===== config.mk =====
export PLATFORM = sky130hd
export DESIGN_NAME = ps2_keyboard_rx
export DESIGN_NICKNAME = d
export VERILOG_FILES = /design/src/rtl/ps2_keyboard_rx.sv
export SDC_FILE = /design/constraint.sdc
export NUM_CORES = 1
export LEC_CHECK = 0
export ABC_CLOCK_PERIOD_IN_PS = 2200
export CAP_MARGIN = 10
export CORE_MARGIN = 1
export CORE_UTILIZATION = 55
export CTS_BUF_LIST = sky130_fd_sc_hd__clkbuf_8
export DETAILED_ROUTE_END_ITERATION = 6
export PLACE_DENSITY = 0.78
export SLEW_MARGIN = 5
export SYNTH_ARGS = -nofsm -noshare
export SYNTH_HDL_FRONTEND = slang
export SYNTH_SLANG_ARGS = --single-unit

===== constraint.sdc =====
create_clock -name clock -period 2.2 [get_ports clock]
set_clock_uncertainty 0.05 [all_clocks]
set_input_delay 0.22 -clock clock [delete_from_list [all_inputs] [get_ports clock]]
set_output_delay 0.22 -clock clock [all_outputs]
set_load 0.01 [all_outputs]

===== src/rtl/ps2_keyboard_rx.sv =====
// ps2_keyboard_rx: PS/2 device-to-host receiver.
// Synchronises and de-glitches the raw PS/2 lines, deframes 11-bit frames
// and folds the E0 (extended) and F0 (break) prefixes into one strobe per key.
// Optional build macro PS2_ERR_EN adds an `err` pulse for dropped frames.
//
// Output handshake: kstb is a one-clock valid strobe with no ready; code,
// make and ext are valid in the kstb cycle and hold until the next kstb.
module ps2_keyboard_rx #(
    parameter int FILTER  = 8,
    parameter int TIMEOUT = 7000
) (
    input  logic       clock,
    input  logic       reset,
    input  logic       ce,
    input  logic       ps2Ck,
    input  logic       ps2D,
    output logic       kstb,
    output logic       make,
    output logic [7:0] code,
    output logic       ext
`ifdef PS2_ERR_EN
    ,
    output logic       err
`endif
);

    localparam int FW = $clog2(FILTER + 1);
    localparam int TW = $clog2(TIMEOUT + 1);

    typedef enum logic [1:0] {
        S_IDLE   = 2'd0,
        S_SHIFT  = 2'd1,
        S_PARITY = 2'd2,
        S_STOP   = 2'd3
    } state_t;

    logic          ck_s1_q, ck_s2_q, d_s1_q, d_s2_q;
    logic [FW-1:0] flt_cnt_q, flt_cnt_d;
    logic          flt_ck_q, flt_ck_d;
    logic          fall;
    state_t        state_q, state_d;
    logic [2:0]    bit_cnt_q, bit_cnt_d;
    logic [7:0]    shift_q, shift_d;
    logic          par_q, par_d;
    logic [TW-1:0] wdog_q, wdog_d;
    logic          ext_pf_q, ext_pf_d, brk_pf_q, brk_pf_d;
    logic          kstb_q, kstb_d, make_q, make_d, ext_q, ext_d;
    logic [7:0]    code_q, code_d;
`ifdef PS2_ERR_EN
    logic          err_q, err_d;
`endif

    // Two-flop synchronisers on the asynchronous PS/2 pins, every clock.
    always_ff @(posedge clock or posedge reset) begin
        if (reset) begin
            ck_s1_q <= 1'b1;
            ck_s2_q <= 1'b1;
            d_s1_q  <= 1'b1;
            d_s2_q  <= 1'b1;
        end else begin
            ck_s1_q <= ps2Ck;
            ck_s2_q <= ck_s1_q;
            d_s1_q  <= ps2D;
            d_s2_q  <= d_s1_q;
        end
    end

    // Clock filter: flip only after FILTER consecutive differing ce samples.
    always_comb begin
        flt_cnt_d = flt_cnt_q;
        flt_ck_d  = flt_ck_q;
        if (ce) begin
            if (ck_s2_q != flt_ck_q) begin
                if (flt_cnt_q == FW'(FILTER - 1)) begin
                    flt_ck_d  = ~flt_ck_q;
                    flt_cnt_d = '0;
                end else begin
                    flt_cnt_d = flt_cnt_q + FW'(1);
                end
            end else begin
                flt_cnt_d = '0;
            end
        end
        fall = flt_ck_q & ~flt_ck_d;
    end

    // Frame FSM, watchdog, prefix folding and output strobe generation.
    always_comb begin
        state_d   = state_q;
        bit_cnt_d = bit_cnt_q;
        shift_d   = shift_q;
        par_d     = par_q;
        wdog_d    = wdog_q;
        ext_pf_d  = ext_pf_q;
        brk_pf_d  = brk_pf_q;
        kstb_d    = 1'b0;
        make_d    = make_q;
        code_d    = code_q;
        ext_d     = ext_q;
`ifdef PS2_ERR_EN
        err_d     = 1'b0;
`endif
        if (ce) begin
            if (fall || state_q == S_IDLE) begin
                wdog_d = '0;
            end else if (wdog_q != TW'(TIMEOUT)) begin
                wdog_d = wdog_q + TW'(1);
            end
            case (state_q)
                S_IDLE: begin
                    if (fall && !d_s2_q) begin
                        state_d   = S_SHIFT;
                        bit_cnt_d = 3'd0;
                    end
                end
                S_SHIFT: begin
                    if (fall) begin
                        shift_d   = {d_s2_q, shift_q[7:1]};
                        bit_cnt_d = bit_cnt_q + 3'd1;
                        if (bit_cnt_q == 3'd7) state_d = S_PARITY;
                    end
                end
                S_PARITY: begin
                    if (fall) begin
                        par_d   = d_s2_q;
                        state_d = S_STOP;
                    end
                end
                S_STOP: begin
                    if (fall) begin
                        state_d = S_IDLE;
                        if ((^shift_q ^ par_q) && d_s2_q) begin
                            if (shift_q == 8'hE0) begin
                                ext_pf_d = 1'b1;
                            end else if (shift_q == 8'hF0) begin
                                brk_pf_d = 1'b1;
                            end else begin
                                kstb_d   = 1'b1;
                                code_d   = shift_q;
                                make_d   = ~brk_pf_q;
                                ext_d    = ext_pf_q;
                                ext_pf_d = 1'b0;
                                brk_pf_d = 1'b0;
                            end
                        end else begin
                            ext_pf_d = 1'b0;
                            brk_pf_d = 1'b0;
`ifdef PS2_ERR_EN
                            err_d    = 1'b1;
`endif
                        end
                    end
                end
                default: state_d = S_IDLE;
            endcase
            // Watchdog expiry; a coincident falling edge takes priority.
            if (state_q != S_IDLE && !fall && wdog_q == TW'(TIMEOUT - 1)) begin
                state_d  = S_IDLE;
                ext_pf_d = 1'b0;
                brk_pf_d = 1'b0;
`ifdef PS2_ERR_EN
                err_d    = 1'b1;
`endif
            end
        end
    end

    // State and output registers.
    always_ff @(posedge clock or posedge reset) begin
        if (reset) begin
            flt_cnt_q <= '0;
            flt_ck_q  <= 1'b1;
            state_q   <= S_IDLE;
            bit_cnt_q <= 3'd0;
            shift_q   <= 8'h00;
            par_q     <= 1'b0;
            wdog_q    <= '0;
            ext_pf_q  <= 1'b0;
            brk_pf_q  <= 1'b0;
            kstb_q    <= 1'b0;
            make_q    <= 1'b0;
            code_q    <= 8'h00;
            ext_q     <= 1'b0;
`ifdef PS2_ERR_EN
            err_q     <= 1'b0;
`endif
        end else begin
            flt_cnt_q <= flt_cnt_d;
            flt_ck_q  <= flt_ck_d;
            state_q   <= state_d;
            bit_cnt_q <= bit_cnt_d;
            shift_q   <= shift_d;
            par_q     <= par_d;
            wdog_q    <= wdog_d;
            ext_pf_q  <= ext_pf_d;
            brk_pf_q  <= brk_pf_d;
            kstb_q    <= kstb_d;
            make_q    <= make_d;
            code_q    <= code_d;
            ext_q     <= ext_d;
`ifdef PS2_ERR_EN
            err_q     <= err_d;
`endif
        end
    end

    assign kstb = kstb_q;
    assign make = make_q;
    assign code = code_q;
    assign ext  = ext_q;
`ifdef PS2_ERR_EN
    assign err  = err_q;
`endif

endmodule

Word level (Yosys, flattened, before mapping)
Cells that the tools add are included.
- logic and storage cells: 103
- bits in registers: 49
- bits of input ports: 5
- bitwise logic cells: 7
- add/subtract/negate cells: 3
- mux-type cells: 35
- reduce and logical (&&, ||, !) cells: 22
- equality and inequality tests: 19
- operators with widths (kind ; count):
    $mux W13 ; 2
    $mux W1 ; 21
    $eq A8 B8 Y1 const B ; 2
    $add A13 B1 Y13 const B ; 1
    $eq A13 B13 Y1 const B ; 1
    $ne A13 B13 Y1 const B ; 1
    $mux W2 ; 6
    $ne A3 B3 Y1 const B ; 4
    $reduce_and A4 Y1 ; 3
    $reduce_and A6 Y1 ; 2
    $reduce_bool A2 Y1 ; 5
    $mux W4 ; 2
    $pmux W2 S4 ; 1
    $reduce_xor A8 Y1 ; 1
    $mux W3 ; 2
    $pmux W3 S2 ; 1
    $reduce_and A3 Y1 ; 2
    $not A1 Y1 ; 5
    $add A4 B1 Y4 const B ; 1
    $eq A2 B2 Y1 const B ; 2
    $eq A4 B3 Y1 const B ; 1
    $logic_and A1 B1 Y1 ; 4
    $ne A4 B3 Y1 const B ; 1
    $add A3 B1 Y3 const B ; 1
    other kinds (13) ; 14

Logic depth before layout (Yosys ltp)
Gate-level depths: netlist of run 1.
- word-level depth: 11
- gate-level depth with buffers: 8
- depth with buffers taken out: 7

Worst setup path after synthesis of run 1
OpenSTA, ideal clock, no wires.
- kind: flip-flop to flip-flop
- from: register shift_q[6]
- to: register code_q[0], in the netlist code[0]
- required time: 2025 ps
- slack: -133 ps
- clock period less this slack: 2333 ps
- buffers on the path: 1
- arrival time: 2158 ps
- stages on the path, launching flop included: 8
- cells stage by stage: dfrtp_1 -> ha_1 -> xnor3_1 -> xnor2_1 -> nand2_1 -> or3b_4 -> buf_6 -> mux2_4
- word-level cells in the longest chain between the ends: 4
- elaborated cells on any way between the ends: 8
- those cells by class: eq/ne (2); bitwise (3); reduce/logical (3)
- ends and longest elaborated chain (item ; line ; source):
    start: declaration ; 43 ; logic [7:0] shift_q, shift_d;
    start signal: assignment ; 192 ; shift_q <= shift_d;
    $reduce_xor A8 Y1 ; 132 ; if ((^shift_q ^ par_q) && d_s2_q) begin
    $xor A1 B1 Y1 ; 132 ;
    $logic_and A1 B1 Y1 ; 132 ;
    $reduce_and A6 Y1 (no source line) (*) ; - ;
    end signal: assignment ; 199 ; code_q <= code_d;
    end: declaration ; 48 ; logic [7:0] code_q, code_d;
Every way passes the cells marked *; elsewhere a longest branch is shown, timed or not.
A chain may end at the register's enable or synchronous reset.

Worst setup path in the final report of run 1
- from: register shift_q[7]
- to: register code_q[0], in the netlist code[0]
The elaborated chain is that of the path after synthesis.

==> reports/results.ini, run 1 <==
[run]
maxCapViolCount = 0

[die]
core_area_sq_mm = 0.00414
die-area_sq_mm = 0.00475
num_io_pins = 16
die_x_um = 68.9
start_util = 0.595
rows = 23
die_y_um = 68.9

[global_route]
antenna_found_initial = 0
grt_pass1_vias = 1664
grt-ovfl-total = 0
grt_pass1_wl_um = 7320
grt_max_degree = 50
track_usage = 0.216

[power]
peakVddDrop_uv = 584
p_int_mw = 1.47
switchingPower_mw = 0.569
sw_frac_of_total = 0.279
power-per-cell-area_mw_per_mm2 = 691
pwr-share-comb = 0.194
p_seq_frac = 0.504
power.leakage_nw = 1.42
power_frac_clock = 0.302

[timing]
finalSetupViolCount = 9
hold_viol_final = 0
drv_slew = 0
setup_slack_ns = -0.0605
tightest_slew_ns = 0.589
min_period_ns = 2.26
rsz0062_at_grt = true
setup-tns-final_ns = -0.464
max_freq_ghz = 0.442
max-slew-margin-rel = 0.607
timing.final.crit_share = 1.03

[synthesis]
synth-main-ff-cell = dfrtp_1
syn_nets = 250
synth.area.top_cells = dfrtp_1 (45%), ha_1 (7.6%), dfstp_2 (5.3%), mux2_4 (4.9%), nand2_1 (4.3%)
synth_top_area_frac = 0.447
synth_most_common_cell = dfrtp_1
synth_top_family_by_area = simple AND/OR/NAND/NOR gates
synthAdderAreaFrac = 0.0761
synthXorXnorAreaFrac = 0.0518
synth.area.mux_share = 0.0975
synth_area_leader_cell = dfrtp_1
yosys_warnings = 0
avgSynthCellArea_sq_um = 10.7
synth_common_cells = dfrtp_1 (44), nand2_1 (28), nor2_1 (19)
syn_area_sq_mm = 0.00246
synthArstFlopShare = 1.00
synth_compound_area_frac = 0.0761
synth_seq_area_share = 0.500
synthSimpleGateAreaFrac = 0.162
synth_enable_flop_cells = 0
ys_types = 37
synth-seq-cells = 49
synth_cells = 230

[drt]
totalWireLength_um = 4520
drc = 0
drt-vias-per-instance = 5.44
drt_iter0_markers = 85
wire_per_inst_um = 14.2
first_pass_iters = 4
vias = 1725
drtAntennaViolNets = 0

[cts]
cts_tree = yes
cts_root_buf = clkbuf_8
numClockSinks = 49
clockBufferDepth = 2
cts-buffers-inserted = 5
clock_latency_ns = 0.30
clk_pin_slew_worst_paths_ns = 0.08
cts-htree-levels = 2

[outcome]
failed_checks = setup timing
status = finished, violations left

[place]
dp_cells = 307
dp_hpwl_um = 3140
place_area_sq_mm = 0.00278
numPortBuffers = 15
gp_congestion = 0.802

[critical_path]
start_kind = flop
crit_path_end_kind = flop
cp_max_fo = 5
worstPathRequired_ns = 2.34
worstSetupPathType = reg -> reg
worstPathArrival_ns = 2.41

[finish]
num_antenna_cells = 0
layout.cell_area.non_filler_sq_mm = 0.00295
drive_above_1_share = 0.210
finalNonFillerCells = 317
nets = 287
area_growth_syn_to_layout_pct = 19.5

[hold_path]
holdCritPathClass = in -> reg

[cells in the final DEF, fill, tap and decap left out, drive strengths merged, types with 2 or more instances in the layout]
| cell type | count |
|---|---|
| xnor2 | 6 |
| o21ai | 16 |
| mux2 | 16 |
| or3b | 2 |
| xor2 | 6 |
| clkdlybuf4s50 | 15 |
| o22ai | 3 |
| a22o | 3 |
| dfrtp | 44 |
| or3 | 2 |
| and3 | 6 |
| a21oi | 4 |
| buf | 18 |
| nand4 | 6 |
| mux2i | 3 |
| nor3 | 3 |
| clkbuf | 5 |
| nand2b | 5 |
| ha | 15 |
| dfstp | 5 |
| nand3 | 4 |
| inv | 18 |
| nor2 | 19 |
| nand2 | 28 |
[metal layers]
layer | vias to the layer above | global-route usage | share of wire
met5 | - | 0 | 0
li1 | 858 | - | -
met3 | 6 | 0.0691 | 0.025
met1 | 840 | 0.268 | 0.48
met2 | 21 | 0.356 | 0.48
met4 | 0 | 0.0689 | 0.017
[power by group through the flow]
stage | Sequential [mW] | Clock, mW | Combinational, mW
after global placement | 1.04 | 0 | 0.377
after CTS | 1.02 | 0.636 | 0.399
after global routing | 1.04 | 0.660 | 0.454
after floorplan | 1.03 | 0 | 0.298
final | 1.03 | 0.616 | 0.395
after detailed placement | 1.04 | 0 | 0.390
[path summary, 6_finish.rpt]
| path | slack [ns] | to | from | depth (start not counted) |
|---|---|---|---|---|
| min | 0.26 | ck_s1_q$_DFF_PP1_ | ps2Ck | 1 |
| max reg2reg | -0.06 | code[0]$_DFFE_PP0P_ | shift_q[7]$_DFFE_PP0P_ | 6 |
| max | -0.06 | code[0]$_DFFE_PP0P_ | shift_q[7]$_DFFE_PP0P_ | 6 |
| min in group asynchronous | 0.34 | wdog_q[9]$_DFFE_PP0P_ | reset | 3 |
| min reg2reg | 0.31 | d_s2_q$_DFF_PP1_ | d_s1_q$_DFF_PP1_ | 0 |
| max in group asynchronous | 1.36 | bit_cnt_q[1]$_DFFE_PP0P_ | reset | 3 |
[worst max-delay path: stages (launching register included)]
cell and delay (ns):
dfrtp_1 0.42, ha_4 0.29, xnor3_1 0.33, xnor2_2 0.20, nand2_2 0.10, or3b_4 0.45
mux2_4 0.32
[logic make-up after synthesis]
kind of cell / after synthesis
AND/OR/NAND/NOR: 81
flip-flops: 49
AO/OA/AOI/OAI: 31
buffers and inverters: 22
multiplexers: 19
adder cells (fa/ha/maj): 15
XOR/XNOR: 13
[state kept, by name, summed over array words and instances, names as in the netlist, 2 cells and up]
register / flops
flt_cnt_q: 4
code: 8
state_q: 2
shift_q: 8
bit_cnt_q: 3
wdog_q: 13
[cell type report]
type,instances,area (sq um)
flip-flops and latches,49,1230
fillers,322,1200
multi-input cells,160,1190
repair buffers,33,289
clock buffers,5,68.8
inverters,18,67.6
well taps,50,62.6
clock inverters,2,35.0
[what timing repair did]
item,4_1_cts,5_1_grt
pin swaps,4,2
gates cloned,1,0
setup buffers,2,0
endpoints found under the setup margin,10,12
hold buffers,0,0
resized for setup,3,4
[through the flow]
stage	util	power (mW)	hold slack, ns	worst slack, ns
3_3_place_gp	0.670	1.41	0.296	-0.0635
4_1_cts	0.705	2.06	0.252	-0.0652
5_1_grt	0.711	2.15	0.248	-0.114
3_5_place_dp	0.670	1.43	0.297	-0.116
6_report	0.711	2.04	0.263	-0.0605
2_1_floorplan	-	1.32	0.174	-0.122
(Power assumes the default switching activity.)
==> run 2, diff against run 1 <==
--- a/config.mk
+++ b/config.mk
@@ -5,13 +5,13 @@
 export SDC_FILE = /design/constraint.sdc
 export NUM_CORES = 1
 export LEC_CHECK = 0
-export ABC_CLOCK_PERIOD_IN_PS = 2200
+export ABC_CLOCK_PERIOD_IN_PS = 2400
 export CAP_MARGIN = 10
 export CORE_MARGIN = 1
 export CORE_UTILIZATION = 55
 export CTS_BUF_LIST = sky130_fd_sc_hd__clkbuf_8
 export DETAILED_ROUTE_END_ITERATION = 6
-export PLACE_DENSITY = 0.78
+export PLACE_DENSITY = 0.75
 export SLEW_MARGIN = 5
 export SYNTH_ARGS = -nofsm -noshare
 export SYNTH_HDL_FRONTEND = slang
==> constraint.sdc (replaced) <==
create_clock -name clock -period 2.4 [get_ports clock]
set_clock_uncertainty 0.05 [all_clocks]
set_input_delay 0.24 -clock clock [delete_from_list [all_inputs] [get_ports clock]]
set_output_delay 0.24 -clock clock [all_outputs]
set_load 0.01 [all_outputs]
==> run 2 against run 1 <==
  * The flow now finishes without violations
  * First-iteration DRC count fell by 14%
  * Die area did not move
  * Wire length down 8.5%
  * Cell area is 3.3% lower
  * Non-clock buffer count decreased by 9
  * Hold slack got worse by 0.085 ns
  * Via count is 2.6% lower
  * Sequential power is 9% lower
  * Largest power group unchanged
  * Highest routed layer unchanged
==> reports/results.ini, run 2 (synthesized netlist as in run 1, its figures left out) <==
[drt]
vias = 1680  ; was 1725
first_pass_iters = 4  ; unchanged
drtAntennaViolNets = 0  ; unchanged
drc = 0  ; unchanged
wire_per_inst_um = 13.4  ; was 14.2 um
drt-vias-per-instance = 5.45  ; was 5.44
drt_iter0_markers = 73  ; was 85
totalWireLength_um = 4130  ; was 4520 um

[critical_path]
worstSetupPathType = reg -> reg  ; unchanged
worstPathArrival_ns = 2.46  ; was 2.41 ns
crit_path_end_kind = flop  ; unchanged
r2r-end = code[3]$_DFFE_PP0P_  ; was code[0]$_DFFE_PP0P_
start_kind = flop  ; unchanged
slowest_delay_ns = 0.49  ; was 0.45 ns
reg2reg_from = shift_q[7]$_DFFE_PP0P_  ; unchanged
path_cells = ha_4 > xnor3_1 > xnor2_1 > nand2_1 > or3b_4 > mux2_4  ; was ha_4 > xnor3_1 > xnor2_2 > nand2_2 > or3b_4 > mux2_4
cp_max_fo = 11  ; was 5
reg2reg_slack_ns = 0.09  ; was -0.06 ns
worstPathRequired_ns = 2.55  ; was 2.34 ns
ff2ff_path_depth = 6  ; unchanged
slowest_stage = or3b_4  ; unchanged

[place]
numPortBuffers = 15  ; unchanged
place_area_sq_mm = 0.00272  ; was 0.00278 sq mm
dp_hpwl_um = 3070  ; was 3140 um
gp_congestion = 0.792  ; was 0.802

[global_route]
track_usage = 0.203  ; was 0.216
grt-ovfl-total = 0  ; unchanged
grt_pass1_wl_um = 6930  ; was 7320 um
grt_pass1_vias = 1590  ; was 1664
grt_max_degree = 19  ; was 50
antenna_found_initial = 0  ; unchanged

[finish]
final_core_utilization = 0.687  ; was 0.711
drive_above_1_share = 0.167  ; was 0.210
num_antenna_cells = 0  ; unchanged
layout_common_cells = dfrtp_1 (44), nand2_1 (28), nor2_1 (19)  ; was dfrtp_1 (44), nand2_1 (27), nor2_1 (19)
final_common_cell = dfrtp_1  ; unchanged
area_growth_syn_to_layout_pct = 15.5  ; was 19.5%
nets = 277  ; was 287
largest_register_ffs = 13  ; unchanged
top_register = wdog_q  ; unchanged
layout.cell_area.non_filler_sq_mm = 0.00285  ; was 0.00295 sq mm

[cts]
post_cts_resized = 0  ; was 3
cts-htree-levels = 2  ; unchanged
cts_root_buf = clkbuf_8  ; unchanged
hold_buffers = 0  ; unchanged
clk_pin_slew_worst_paths_ns = 0.09  ; was 0.08 ns
cts-buffers-inserted = 5  ; unchanged
cts_setup_buffers = 0  ; was 2
clockBufferDepth = 2  ; unchanged
numClockSinks = 49  ; unchanged
cts_tree = yes  ; unchanged
clock_latency_ns = 0.30  ; about the same

[timing]
min_period_ns = 2.31  ; was 2.26 ns
timing.final.crit_share = 0.962  ; was 1.03
setup-tns-final_ns = 0  ; was -0.464 ns
drv_slew = 0  ; unchanged
holdWs_ns = 0.177  ; was 0.263 ns
hold_viol_final = 0  ; unchanged
rsz0062_at_grt = false  ; was true
tightest_slew_ns = 0.660  ; was 0.589 ns
max_freq_ghz = 0.433  ; was 0.442 GHz
finalSetupViolCount = 0  ; was 9
max-slew-margin-rel = 0.554  ; was 0.607

[power]
power-per-cell-area_mw_per_mm2 = 660  ; was 691 mW/mm^2
peakVddDrop_uv = 414  ; was 584 uV
p_total_mw = 1.88  ; was 2.04 mW
power.leakage_nw = 1.35  ; was 1.42 nW

[die]
die_x_um = 68.9  ; unchanged
core_area_sq_mm = 0.00414  ; unchanged
start_util = 0.595  ; unchanged
rows = 23  ; unchanged
num_io_pins = 16  ; unchanged
die-area_sq_mm = 0.00475  ; unchanged
die_y_um = 68.9  ; unchanged

[outcome]
status = finished clean  ; was finished, violations left

[run]
maxCapViolCount = 0  ; unchanged

[hold_path]
holdCritPathClass = in -> async  ; was in -> reg

-- run 2: through the flow --
| stage | setup WS, ns | instances |
|---|---|---|
| floorplan | 0.0672 | 230 |
| CTS | 0.0188 | 308 |
| global placement | 0.0922 | 300 |
| finish | 0.0902 | 308 |
| detailed placement | 0.0379 | 300 |
| global route | 0.00511 | 308 |
-- run 2: cell type report --
cell class,count,area (sq um)
Inverter,18,67.6
Sequential cell,49,1230
Fill cell,345,1300
Tap cell,50,62.6
Timing Repair Buffer,24,218
Multi-Input combinational cell,159,1150
Clock inverter,3,43.8
Clock buffer,5,68.8
-- run 2: critical path: cells and delay by family, from the launching register on --
family,cells,cell delay [ns]
flops,1,0.44
fa+ha+maj,1,0.29
mux,1,0.33
xor+xnor,2,0.50
simple gates,2,0.59
-- run 2: routing by layer --
metal,track usage,vias to the layer above,share of wire
met2,0.328,26,0.47
met3,0.0559,5,0.036
li1,-,841,-
met1,0.254,808,0.48
met5,0,-,0
met4,0.0867,0,0.016
-- run 2: worst max-delay path by stage --
stage,from,end,slack (ns)
2_1_floorplan,shift_q[6]$_DFFE_PP0P_,code[0]$_DFFE_PP0P_,0.07
3_3_place_gp,shift_q[7]$_DFFE_PP0P_,code[6]$_DFFE_PP0P_,0.09
3_5_place_dp,shift_q[7]$_DFFE_PP0P_,code[7]$_DFFE_PP0P_,0.04
4_1_cts,shift_q[7]$_DFFE_PP0P_,code[4]$_DFFE_PP0P_,0.02
5_1_grt,shift_q[7]$_DFFE_PP0P_,code[5]$_DFFE_PP0P_,0.005
6_report,shift_q[7]$_DFFE_PP0P_,code[3]$_DFFE_PP0P_,0.09
-- run 2: report_power, final --
part,internal [mW],leakage (nW),switching [mW],total [mW]
sequential,0.885,0.644,0.0540,0.939
combinational,0.155,0.652,0.198,0.353
clock,0.312,0.0585,0.275,0.588
